===== src/rtl/instr_fetch_unit.sv =====
// Instruction fetch unit: issues instruction memory reads for the current PC,
// tracks reads in flight, and queues returned words in an in-order buffer that
// feeds decode over a valid/ready handshake. A read is only issued when a
// buffer slot is guaranteed for it, so returned data never overflows.
module instr_fetch_unit #(
    parameter int ADDR_W    = 16,
    parameter int DATA_W    = 16,
    parameter int MEM_LAT   = 1,
    parameter int BUF_DEPTH = 2
) (
    input  logic              clk,
    input  logic              rst,
    input  logic [ADDR_W-1:0] pc_addr,
    output logic              pc_en,
    input  logic              flush,
    output logic [ADDR_W-1:0] mem_addr,
    output logic              mem_rd,
    input  logic [DATA_W-1:0] mem_rdata,
    output logic [DATA_W-1:0] ir,
    output logic [ADDR_W-1:0] ir_pc,
    output logic              ir_valid,
    input  logic              ir_ready
);

    localparam int PW = (BUF_DEPTH > 1) ? $clog2(BUF_DEPTH) : 1;
    // occ + infl never exceeds BUF_DEPTH + MEM_LAT (at most 11), so 4 bits suffice.
    localparam int CW = 4;

    logic [PW-1:0]     rd_ptr;
    logic [PW-1:0]     wr_ptr;
    logic [CW-1:0]     occ;
    logic [CW-1:0]     infl;
    logic [MEM_LAT-1:0] pipe_live;
    logic [ADDR_W-1:0] pipe_addr [MEM_LAT];
    logic [DATA_W-1:0] buf_data  [BUF_DEPTH];
    logic [ADDR_W-1:0] buf_addr  [BUF_DEPTH];
    logic [DATA_W-1:0] ir_hold;
    logic [ADDR_W-1:0] pc_hold;
    logic              pop;
    logic              wr;
    logic              issue;

    function automatic logic [PW-1:0] next_ptr(input logic [PW-1:0] p);
        return (p == PW'(BUF_DEPTH - 1)) ? '0 : p + 1'b1;
    endfunction

    assign ir_valid = (occ != '0);
    assign pop      = ir_valid & ir_ready;
    assign wr       = pipe_live[MEM_LAT-1];

    // Count live reads still travelling through the latency pipe.
    always_comb begin
        infl = '0;
        for (int i = 0; i < MEM_LAT; i++) begin
            infl = infl + CW'(pipe_live[i]);
        end
    end

    // Credit check: issue only if every buffered and in-flight word still fits
    // after this cycle's pop.
    always_comb begin
        issue = !rst && !flush && ((occ + infl - CW'(pop)) < CW'(BUF_DEPTH));
    end

    assign mem_rd   = issue;
    assign pc_en    = issue;
    assign mem_addr = pc_addr;

    // An empty buffer keeps showing the last head so decode sees stable values.
    assign ir    = ir_valid ? buf_data[rd_ptr] : ir_hold;
    assign ir_pc = ir_valid ? buf_addr[rd_ptr] : pc_hold;

    // Control state: pointers, occupancy and live bits; rst/flush drop everything.
    always_ff @(posedge clk) begin
        if (rst || flush) begin
            rd_ptr    <= '0;
            wr_ptr    <= '0;
            occ       <= '0;
            pipe_live <= '0;
        end else begin
            for (int i = MEM_LAT - 1; i > 0; i--) begin
                pipe_live[i] <= pipe_live[i-1];
            end
            pipe_live[0] <= issue;
            if (wr) begin
                buf_data[wr_ptr] <= mem_rdata;
                buf_addr[wr_ptr] <= pipe_addr[MEM_LAT-1];
                wr_ptr           <= next_ptr(wr_ptr);
            end
            if (pop) begin
                rd_ptr <= next_ptr(rd_ptr);
            end
            occ <= occ + CW'(wr) - CW'(pop);
        end
    end

    // Address side of the latency pipe; only meaningful where the live bit is set.
    always_ff @(posedge clk) begin
        for (int i = MEM_LAT - 1; i > 0; i--) begin
            pipe_addr[i] <= pipe_addr[i-1];
        end
        pipe_addr[0] <= pc_addr;
    end

    // Remember the most recent head so ir/ir_pc hold while the buffer is empty.
    always_ff @(posedge clk) begin
        if (rst) begin
            ir_hold <= '0;
            pc_hold <= '0;
        end else if (ir_valid) begin
            ir_hold <= buf_data[rd_ptr];
            pc_hold <= buf_addr[rd_ptr];
        end
    end

    // A return into a full buffer without a pop means the credit logic is broken.
    always_ff @(posedge clk) begin
        if (!rst && !flush && wr && !pop) begin
            assert (occ < CW'(BUF_DEPTH));
        end
    end

endmodule


===== config.mk =====
export PLATFORM = sky130hd
export DESIGN_NAME = instr_fetch_unit
export DESIGN_NICKNAME = d
export VERILOG_FILES = /design/src/rtl/instr_fetch_unit.sv
export SDC_FILE = /design/constraint.sdc
export NUM_CORES = 1
export LEC_CHECK = 0
export ABC_CLOCK_PERIOD_IN_PS = 5000
export CORE_MARGIN = 2
export CORE_UTILIZATION = 35
export DETAILED_ROUTE_END_ITERATION = 8
export HOLD_SLACK_MARGIN = 0.05
export SYNTH_ARGS = -nofsm -noshare
export SYNTH_HDL_FRONTEND = slang
export SYNTH_SLANG_ARGS = --single-unit

===== constraint.sdc =====
create_clock -name clk -period 5 [get_ports clk]
set_clock_uncertainty 0.05 [all_clocks]
set_input_delay 1 -clock clk [delete_from_list [all_inputs] [get_ports clk]]
set_output_delay 1 -clock clk [all_outputs]
set_load 0.05 [all_outputs]

## Word level (Yosys, flattened, before mapping)

Memory sizes are Yosys's and may differ from the RTL's. A register that Yosys moved wholly into a read port is not among the register bits.
Index checks and enable logic that the tools add are counted.

| operators by class | value |
|---|---|
| add/subtract/negate cells | 4 |
| $lt $le $gt $ge | 1 |
| muxes and demuxes | 11 |
| bitwise logic cells | 1 |
| reduce and logical (&&, ||, !) cells | 6 |

Operators with widths:

| kind | count |
|---|---|
| $mux W16 | 2 |
| $mux W1 | 9 |
| $add A4 B1 Y4 | 1 |
| $lt A4 B2 Y1 const B | 1 |
| $reduce_bool A4 Y1 | 1 |
| $sub A4 B1 Y4 | 1 |
| $add A1 B1 Y1 const B | 2 |
| $logic_and A1 B1 Y1 | 2 |
| $logic_not A1 Y1 | 2 |
| $and A1 B1 Y1 | 1 |
| $logic_or A1 B1 Y1 | 1 |

| storage, ports and cells | value |
|---|---|
| flip-flop bits (word level) | 39 |
| bits in writable memories | 80 |
| input bits | 36 |
| output and inout port bits | 51 |
| logic and storage cells | 32 |
| memories kept | 3 |

Memories:

| memory | words | width | read ports | clocked after memory_dff | wr ports | RTL line | source |
|---|---|---|---|---|---|---|---|
| buf_addr | 2 | 16 | 1 | 1 | 1 | 36 | `logic [ADDR_W-1:0] buf_addr [BUF_DEPTH];` |
| buf_data | 2 | 16 | 1 | 1 | 1 | 35 | `logic [DATA_W-1:0] buf_data [BUF_DEPTH];` |
| pipe_addr | 1 | 16 | 1 | 0 | 1 | 34 | `logic [ADDR_W-1:0] pipe_addr [MEM_LAT];` |

## Logic depth before layout (Yosys ltp)

Gate-level depths: netlist of run 1.

| logic depth | value |
|---|---|
| depth after elaboration | 5 |
| mapped depth | 12 |
| gate-level depth less buffers | 11 |

## Worst setup path before layout of run 1

No wires, ideal clock.

| timing path | value |
|---|---|
| path type | input-to-reg |
| from | input rst |
| to | memory buf_addr[0][0], enable pin |
| library setup time | 502 ps |
| arrival time | 4257 ps |
| required time | 4448 ps |
| setup slack | 192 ps |
| stages on the path | 2 |
| path buffers | 1 |
| cells stage by stage | clkbuf_1 > nor4_1 |

| on the way | value |
|---|---|
| word-level cells in the longest chain between the ends | 3 |

Ends and longest elaborated chain:

| element | RTL line | source |
|---|---|---|
| from (decl) | 12 | `input logic rst,` |
| $logic_or A1 B1 Y1 | 75 | `if (rst \|\| flush) begin` |
| $mux W1 | 75 |  |
| $mux W1 (not written as such) | 87 | `buf_addr[wr_ptr] <= pipe_addr[MEM_LAT-1];` |
| to (decl) | 36 |  |

No other way between the ends.

## Worst setup path in the final report of run 1

| timing path | value |
|---|---|
| from | register occ[2] |
| to | output pc_en |

| on the way | value |
|---|---|
| word-level cells in the longest chain between the ends | 5 |
| elaborated cells on any way between the ends | 6 |
| classes of those cells | add/sub: 2; order compare: 1; bitwise: 1; reduce/logical: 2 |

Ends and longest elaborated chain:

| element | RTL line | source |
|---|---|---|
| from (decl) | 31 | `logic [CW-1:0] occ;` |
| from (signal assigned) | 93 | `occ <= occ + CW'(wr) - CW'(pop);` |
| $reduce_bool A4 Y1 | 47 | `assign ir_valid = (occ != '0);` |
| $and A1 B1 Y1 | 48 | `assign pop = ir_valid & ir_ready;` |
| via pop | 39 | `logic pop;` |
| $sub A4 B1 Y4 | 62 | `issue = !rst && !flush && ((occ + infl - CW'(pop)) < CW'(BUF_DEPTH));` |
| $lt A4 B2 Y1 | 62 |  |
| $logic_and A1 B1 Y1 | 62 |  |
| to (decl) | 14 | `output logic pc_en,` |

The timed path passes the listed nets, and every way through them passes these cells.

==> results.toml, run 1 <==
[timing]
worst_slew_pin_slew_ps = 846
drv_slew = 0
setup_total_negative_slack_ps = 0
rsz0062_at_grt = "false"
post-route-period-util_pct = 85.8
slew_headroom_pct = 43.6
timing.final.hold_violations = 0
fmax_mhz = 233
min_period_ps = 4290
setup_viol = 0

[critical_path]
endpoint_kind = "output port"
cp_cell_sequence = "inv_1 > ha_1 > nor3b_4 > inv_4 > and2_4 > ha_1 > inv_1 > ha_1 > fa_1 > nor3_1 > and4_1 > buf_12"
crit_end = "pc_en"
setup.worst_path.class = "reg2out"
worstPathArrival_ps = 3240
cp_max_fo = 35
worst_path_max_delay_cell = "sky130_fd_sc_hd__fa_1"
worst_reg_to_reg_path_cell_count = 11
worst_path_most_repeated_cell = "sky130_fd_sc_hd__ha_1"
start_point_of_the_critical_path = "occ[2]"
ff2ff_setup_slack_ps = 2330
critical-path-top-delay-family = "adder cells"
cp_slowest_stage_delay_ps = 440
crit_required_ps = 3950
critical_path_depth = 12
r2r_end = "pipe_live"
startpoint_type = "flip-flop"
timing.critical_path.buf_inv = 4
reg2reg_from = "occ[2]"

[run]
maxCapViolations = 0

[grt]
grt_first_pass_wirelength_um = 12900
grt_usage_pct = 13.1
antenna_violations_before_repair = 0
grt_pass1_vias = 2699
pin_count_of_the_biggest_net_entering_global_routing = 38
grt_overflow_total = 0

[die]
die_area_sq_um = 13600
floorplan.die.width_um = 117
die_height_um = 117
io_pins = 87
cell_rows = 41
core_sq_um = 12500
initial_core_util_pct = 35.5

[logic_synthesis]
synthesis.yosys.warnings = 0
yosysSeqAreaShare_pct = 68.4
syn_area_sq_um = 4450
gate_count_of_the_mapped_netlist = 347
post_synth_num_cell_types = 29
synth.ff_latch_count = 120
postSynthNetCount = 389
syn_avg_cell_area_sq_um = 12.8

[route]
remaining_drc_errors = 0
routed_via_density = 4.42
detail_route.first_pass.iterations = 4
num_vias = 2687
dr.first_iter.drc_count = 103
route.antenna.remaining_nets = 0
drt-wirelength-per-cell_um = 13.4
routed_wl_um = 8130

[worst_hold_path]
worst_hold_path.num_cells = 0
min_path_type = "reg2reg"

[place]
dp.final_hpwl_um = 4850
finalWeightedCongestion = 0.778
port_buffers = 86

[cells_and_area]
num-nets-final = 465
area.growth.synth_to_final_pct = 32.3
fillers = 1147
antenna-diode-count = 0
drive_above_1_share_pct = 16.1

[clock_network]
clk_pin_slew_ps = 50
tritoncts = "built"
clock_tree.buffer_depth = 2
clock_root_buffer_master = "sky130_fd_sc_hd__clkbuf_16"
cts-resized-gates = 0
h-tree-depth = 4
number_of_buffers_inserted_to_repair_setup_after_cts = 0
holdBufCountCts = 0
tritoncts_num_sinks = 120
insertion_delay_ps = 410
number_of_buffers_created_by_cts = 17

[run_status]
outcome = "completed"
==> routing by layer <==
metal / up-vias / part of all wire (%) / global-route usage (%)
met5: - / 0 / 0
met4: 0 / 2.9 / 7.53
li1: 1335 / - / -
met3: 23 / 5.4 / 4.62
met2: 79 / 49 / 21.5
met1: 1250 / 43 / 14.8
==> worst register-to-register path: stages, from the launching register on <==
cell                      delay, ps
sky130_fd_sc_hd__dfxtp_1        310
sky130_fd_sc_hd__inv_1           60
sky130_fd_sc_hd__ha_1           180
sky130_fd_sc_hd__nor3b_4        160
sky130_fd_sc_hd__inv_4          320
sky130_fd_sc_hd__and2_4         250
sky130_fd_sc_hd__ha_1           220
sky130_fd_sc_hd__inv_1           50
sky130_fd_sc_hd__ha_1           170
sky130_fd_sc_hd__fa_1           440
sky130_fd_sc_hd__nor3_1         170
sky130_fd_sc_hd__and4_1         240
==> through the flow <==
| step | hold slack (ps) | instances | setup WS (ps) | utilization (%) | cell area (sq um) |
|---|---|---|---|---|---|
| floorplan | 354 | 347 | 192 | - | 4450 |
| global placement | 358 | 576 | 784 | 42.5 | 5320 |
| detailed placement | 363 | 576 | 727 | 42.5 | 5320 |
| CTS | 375 | 608 | 692 | 47.0 | 5890 |
| global route | 379 | 608 | 504 | 47.0 | 5890 |
| finish | 374 | 608 | 710 | 47.0 | 5890 |
==> cell usage in the layout (no fill, tap or decap), types with 3 or more instances in the layout <==
master	Yosys	routed
sky130_fd_sc_hd__a21oi_1	32	32
sky130_fd_sc_hd__mux2_2	31	31
sky130_fd_sc_hd__clkdlybuf4s50_1	0	83
sky130_fd_sc_hd__nor3_1	3	3
sky130_fd_sc_hd__nand2_1	97	97
sky130_fd_sc_hd__clkinv_1	0	4
sky130_fd_sc_hd__inv_1	6	6
sky130_fd_sc_hd__dfxtp_1	56	55
sky130_fd_sc_hd__ha_1	5	5
sky130_fd_sc_hd__clkinv_2	0	6
sky130_fd_sc_hd__bufinv_16	0	3
sky130_fd_sc_hd__edfxtp_1	64	64
sky130_fd_sc_hd__clkbuf_16	0	17
==> final cells by class <==
| cell class | count | area [sq um] | share of cell area, % |
|---|---|---|---|
| Inverter | 7 | 28.8 | 0.489 |
| Sequential cell | 120 | 3040 | 51.7 |
| Tap cell | 172 | 215 | 3.66 |
| Timing Repair Buffer | 88 | 891 | 15.1 |
| Multi-Input combinational cell | 189 | 1140 | 19.4 |
| Clock inverter | 13 | 135 | 2.30 |
| Clock buffer | 19 | 433 | 7.35 |
==> how the worst min path moves through the flow <==
stage / startpoint / endpoint
6_report: pipe_addr[0][9] / buf_addr[0][9]
5_1_grt: pipe_addr[0][10] / buf_addr[0][10]
4_1_cts: pipe_addr[0][0] / buf_addr[0][0]
3_5_place_dp: pipe_addr[0][0] / buf_addr[1][0]
3_3_place_gp: pipe_addr[0][4] / buf_addr[1][4]
2_1_floorplan: pipe_addr[0][0] / buf_addr[0][0]
==> logic make-up after synthesis <==
family / synth area share (%)
compound gates: 4.44
fa+ha+maj: 1.86
xor+xnor: 0.394
flops: 68.4
simple gates: 10.7
mux: 8.10
buf+inv: 6.16
==> synth_stat cells (all sizes together) <==
master | instances | area, sq um
nand2 | 97 | 364
edfxtp | 64 | 1920
dfxtp | 56 | 1120
a21oi | 32 | 160
mux2 | 32 | 360
buf | 26 | 225
inv | 7 | 28.8
clkbuf | 5 | 20.0
ha | 5 | 62.6
and2 | 3 | 21.3
nor3 | 3 | 15.0
o21ai | 3 | 22.5
and3 | 2 | 12.5
and4 | 2 | 17.5
xnor2 | 2 | 17.5
a21boi | 1 | 7.51
a21o | 1 | 7.51
fa | 1 | 20.0
nand4b | 1 | 8.76
nor2 | 1 | 3.75
nor3b | 1 | 18.8
nor4 | 1 | 6.26
or3 | 1 | 6.26
==> flip-flops by register name (all words and copies together) (netlist names), named ones only <==
name / count
pc_hold: 16
ir_hold: 16
pipe_addr: 16
rd_ptr: 1
buf_addr: 32
wr_ptr: 1
buf_data: 32
occ: 4
pipe_live: 1
Power of run 1 is left out: the tool's default activity adds up to more than one toggle a clock period on the data nets, which glitch-free logic cannot reach.
==> run 2, diff against run 1 <==
--- a/config.mk
+++ b/config.mk
@@ -10,6 +10,7 @@
 export CORE_UTILIZATION = 35
 export DETAILED_ROUTE_END_ITERATION = 8
 export HOLD_SLACK_MARGIN = 0.05
+export SKIP_LAST_GASP = 1
 export SYNTH_ARGS = -nofsm -noshare
 export SYNTH_HDL_FRONTEND = slang
 export SYNTH_SLANG_ARGS = --single-unit
==> results of run 2 <==
The final DEF is identical to that of run 1; final timing and power are the same.
Power of run 2 is left out for the same reason.
==> run 3, diff against run 2 <==
--- a/config.mk
+++ b/config.mk
@@ -7,10 +7,12 @@
 export LEC_CHECK = 0
 export ABC_CLOCK_PERIOD_IN_PS = 5000
 export CORE_MARGIN = 2
-export CORE_UTILIZATION = 35
+export CORE_UTILIZATION = 46
 export DETAILED_ROUTE_END_ITERATION = 8
 export HOLD_SLACK_MARGIN = 0.05
+export PLACE_DENSITY = 0.75
 export SKIP_LAST_GASP = 1
+export SLEW_MARGIN = 0
 export SYNTH_ARGS = -nofsm -noshare
 export SYNTH_HDL_FRONTEND = slang
 export SYNTH_SLANG_ARGS = --single-unit
==> run 3 against run 2 <==
Against the previous run: cell area is 0.19% higher; wire length hardly changed; die area is 23% lower; final cell count is 6.9% lower; global-route usage is 3.4 points higher; sequential share of layout area is 0.099 points lower; register-to-register slack worse by 160 ps; non-clock buffer count is 1 higher; critical path type unchanged; via count is 2.2% higher; hold slack better by 0.85 ps; largest cell class unchanged; fmax is 5.0% lower; critical path depth stayed put.
==> results.toml, run 3 (same netlist as run 1, synthesis figures left out) <==
[place]
place_worst_setup_slack_ps = 673
finalWeightedCongestion = 0.802
port_buffers = 86
place_inst = 534
dp.final_hpwl_um = 4950

[timing]
slew_headroom_pct = 44.9
fmax_mhz = 221
setup_total_negative_slack_ps = 0
drv_slew = 0
setup_viol = 0
timing.final.hold_violations = 0
rsz0062_at_grt = "false"
post-route-worst-setup-slack_ps = 483
post-route-period-util_pct = 90.3
min_period_ps = 4520
worst_slew_pin_slew_ps = 827

[route]
route.antenna.remaining_nets = 0
remaining_drc_errors = 0
dr.first_iter.drc_count = 82
drt-wirelength-per-cell_um = 14.3
detail_route.first_pass.iterations = 4
routed_via_density = 4.85
routed_wl_um = 8120
num_vias = 2746

[grt]
grt_pass1_vias = 2734
grt_overflow_total = 0
antenna_violations_before_repair = 0
pin_count_of_the_biggest_net_entering_global_routing = 38
grt_usage_pct = 16.5
grt_first_pass_wirelength_um = 12800

[clock_network]
number_of_buffers_inserted_to_repair_setup_after_cts = 0
tritoncts_num_sinks = 120
cts-resized-gates = 0
number_of_buffers_created_by_cts = 17
h-tree-depth = 4
insertion_delay_ps = 500
clk_pin_slew_ps = 60
holdBufCountCts = 0
clock_tree.buffer_depth = 2
clock_root_buffer_master = "sky130_fd_sc_hd__clkbuf_8"
tritoncts = "built"

[die]
floorplan.die.width_um = 102
io_pins = 87
die_height_um = 102
initial_core_util_pct = 47.7
core_sq_um = 9330
die_area_sq_um = 10500
cell_rows = 35

[critical_path]
endpoint_kind = "output port"
worst_reg_to_reg_path_cell_count = 11
ff2ff_setup_slack_ps = 2170
cp_max_fo = 35
worstPathArrival_ps = 3470
crit_required_ps = 3950
startpoint_type = "flip-flop"
reg2reg_from = "occ[2]"
r2r_end = "pipe_live"
setup.worst_path.class = "reg2out"

[cells_and_area]
area.growth.synth_to_final_pct = 32.6
reg_top3 = "buf_addr: 32 flops, buf_data: 32 flops"
final_cells = 566
antenna-diode-count = 0
drive_above_1_share_pct = 17.4
most-common-layout-cells = "sky130_fd_sc_hd__nand2_1 (97), sky130_fd_sc_hd__clkdlybuf4s50_1 (83), sky130_fd_sc_hd__edfxtp_1 (64)"
num-nets-final = 466
layout.cells.most_common = "sky130_fd_sc_hd__nand2_1"

[run_status]
outcome = "completed"

[worst_hold_path]
min_path_type = "reg2reg"
worst_hold_path.num_cells = 0
worstHoldStart = "pipe_addr[0][15]"
worstHoldEndpoint = "buf_addr[0][15]"

[run]
maxCapViolations = 0
run 3: critical path, cell delays in order, from the launching register on:
cell and delay (ps):
sky130_fd_sc_hd__dfxtp_1 320, sky130_fd_sc_hd__inv_1 60, sky130_fd_sc_hd__ha_1 200, sky130_fd_sc_hd__nor3b_4 160, sky130_fd_sc_hd__inv_4 320, sky130_fd_sc_hd__and2_4 240, sky130_fd_sc_hd__ha_1 220, sky130_fd_sc_hd__inv_1 60
sky130_fd_sc_hd__ha_1 180, sky130_fd_sc_hd__fa_1 460, sky130_fd_sc_hd__nor3_1 230, sky130_fd_sc_hd__and4_1 350, sky130_fd_sc_hd__buf_12 170
run 3: cell type report:
class / instances / area (sq um)
Sequential cell: 120 / 3040
Timing Repair Buffer: 89 / 898
Tap cell: 129 / 161
Multi-Input combinational cell: 189 / 1140
Fill cell: 727 / 3430
Inverter: 7 / 28.8
Clock buffer: 18 / 428
Clock inverter: 14 / 198
run 3: worst max-delay path by stage:
stage,startpoint,endpoint,slack [ps]
final,occ[2],pc_en,480
after global routing,occ[2],mem_rd,310
after CTS,occ[2],pc_en,480
after detailed placement,ir_ready,pc_en,670
after global placement,ir_ready,pc_en,790
after floorplan,rst,buf_addr[0][0],190
run 3: metal layers:
metal / track usage (%) / wire [um]
met1: 19.1 / 3540
met2: 28.0 / 4120
met3: 5.06 / 362
met4: 7.79 / 94
met5: 0 / 0
run 3: stage by stage:
stage	util, %	instance area [sq um]	hold slack [ps]
after detailed placement	56.5	5270	364
after global placement	56.5	5270	355
after global routing	63.2	5900	386
after floorplan	-	4450	354
after CTS	63.2	5900	374
final	63.2	5900	375
Power of run 3 is left out for the same reason.
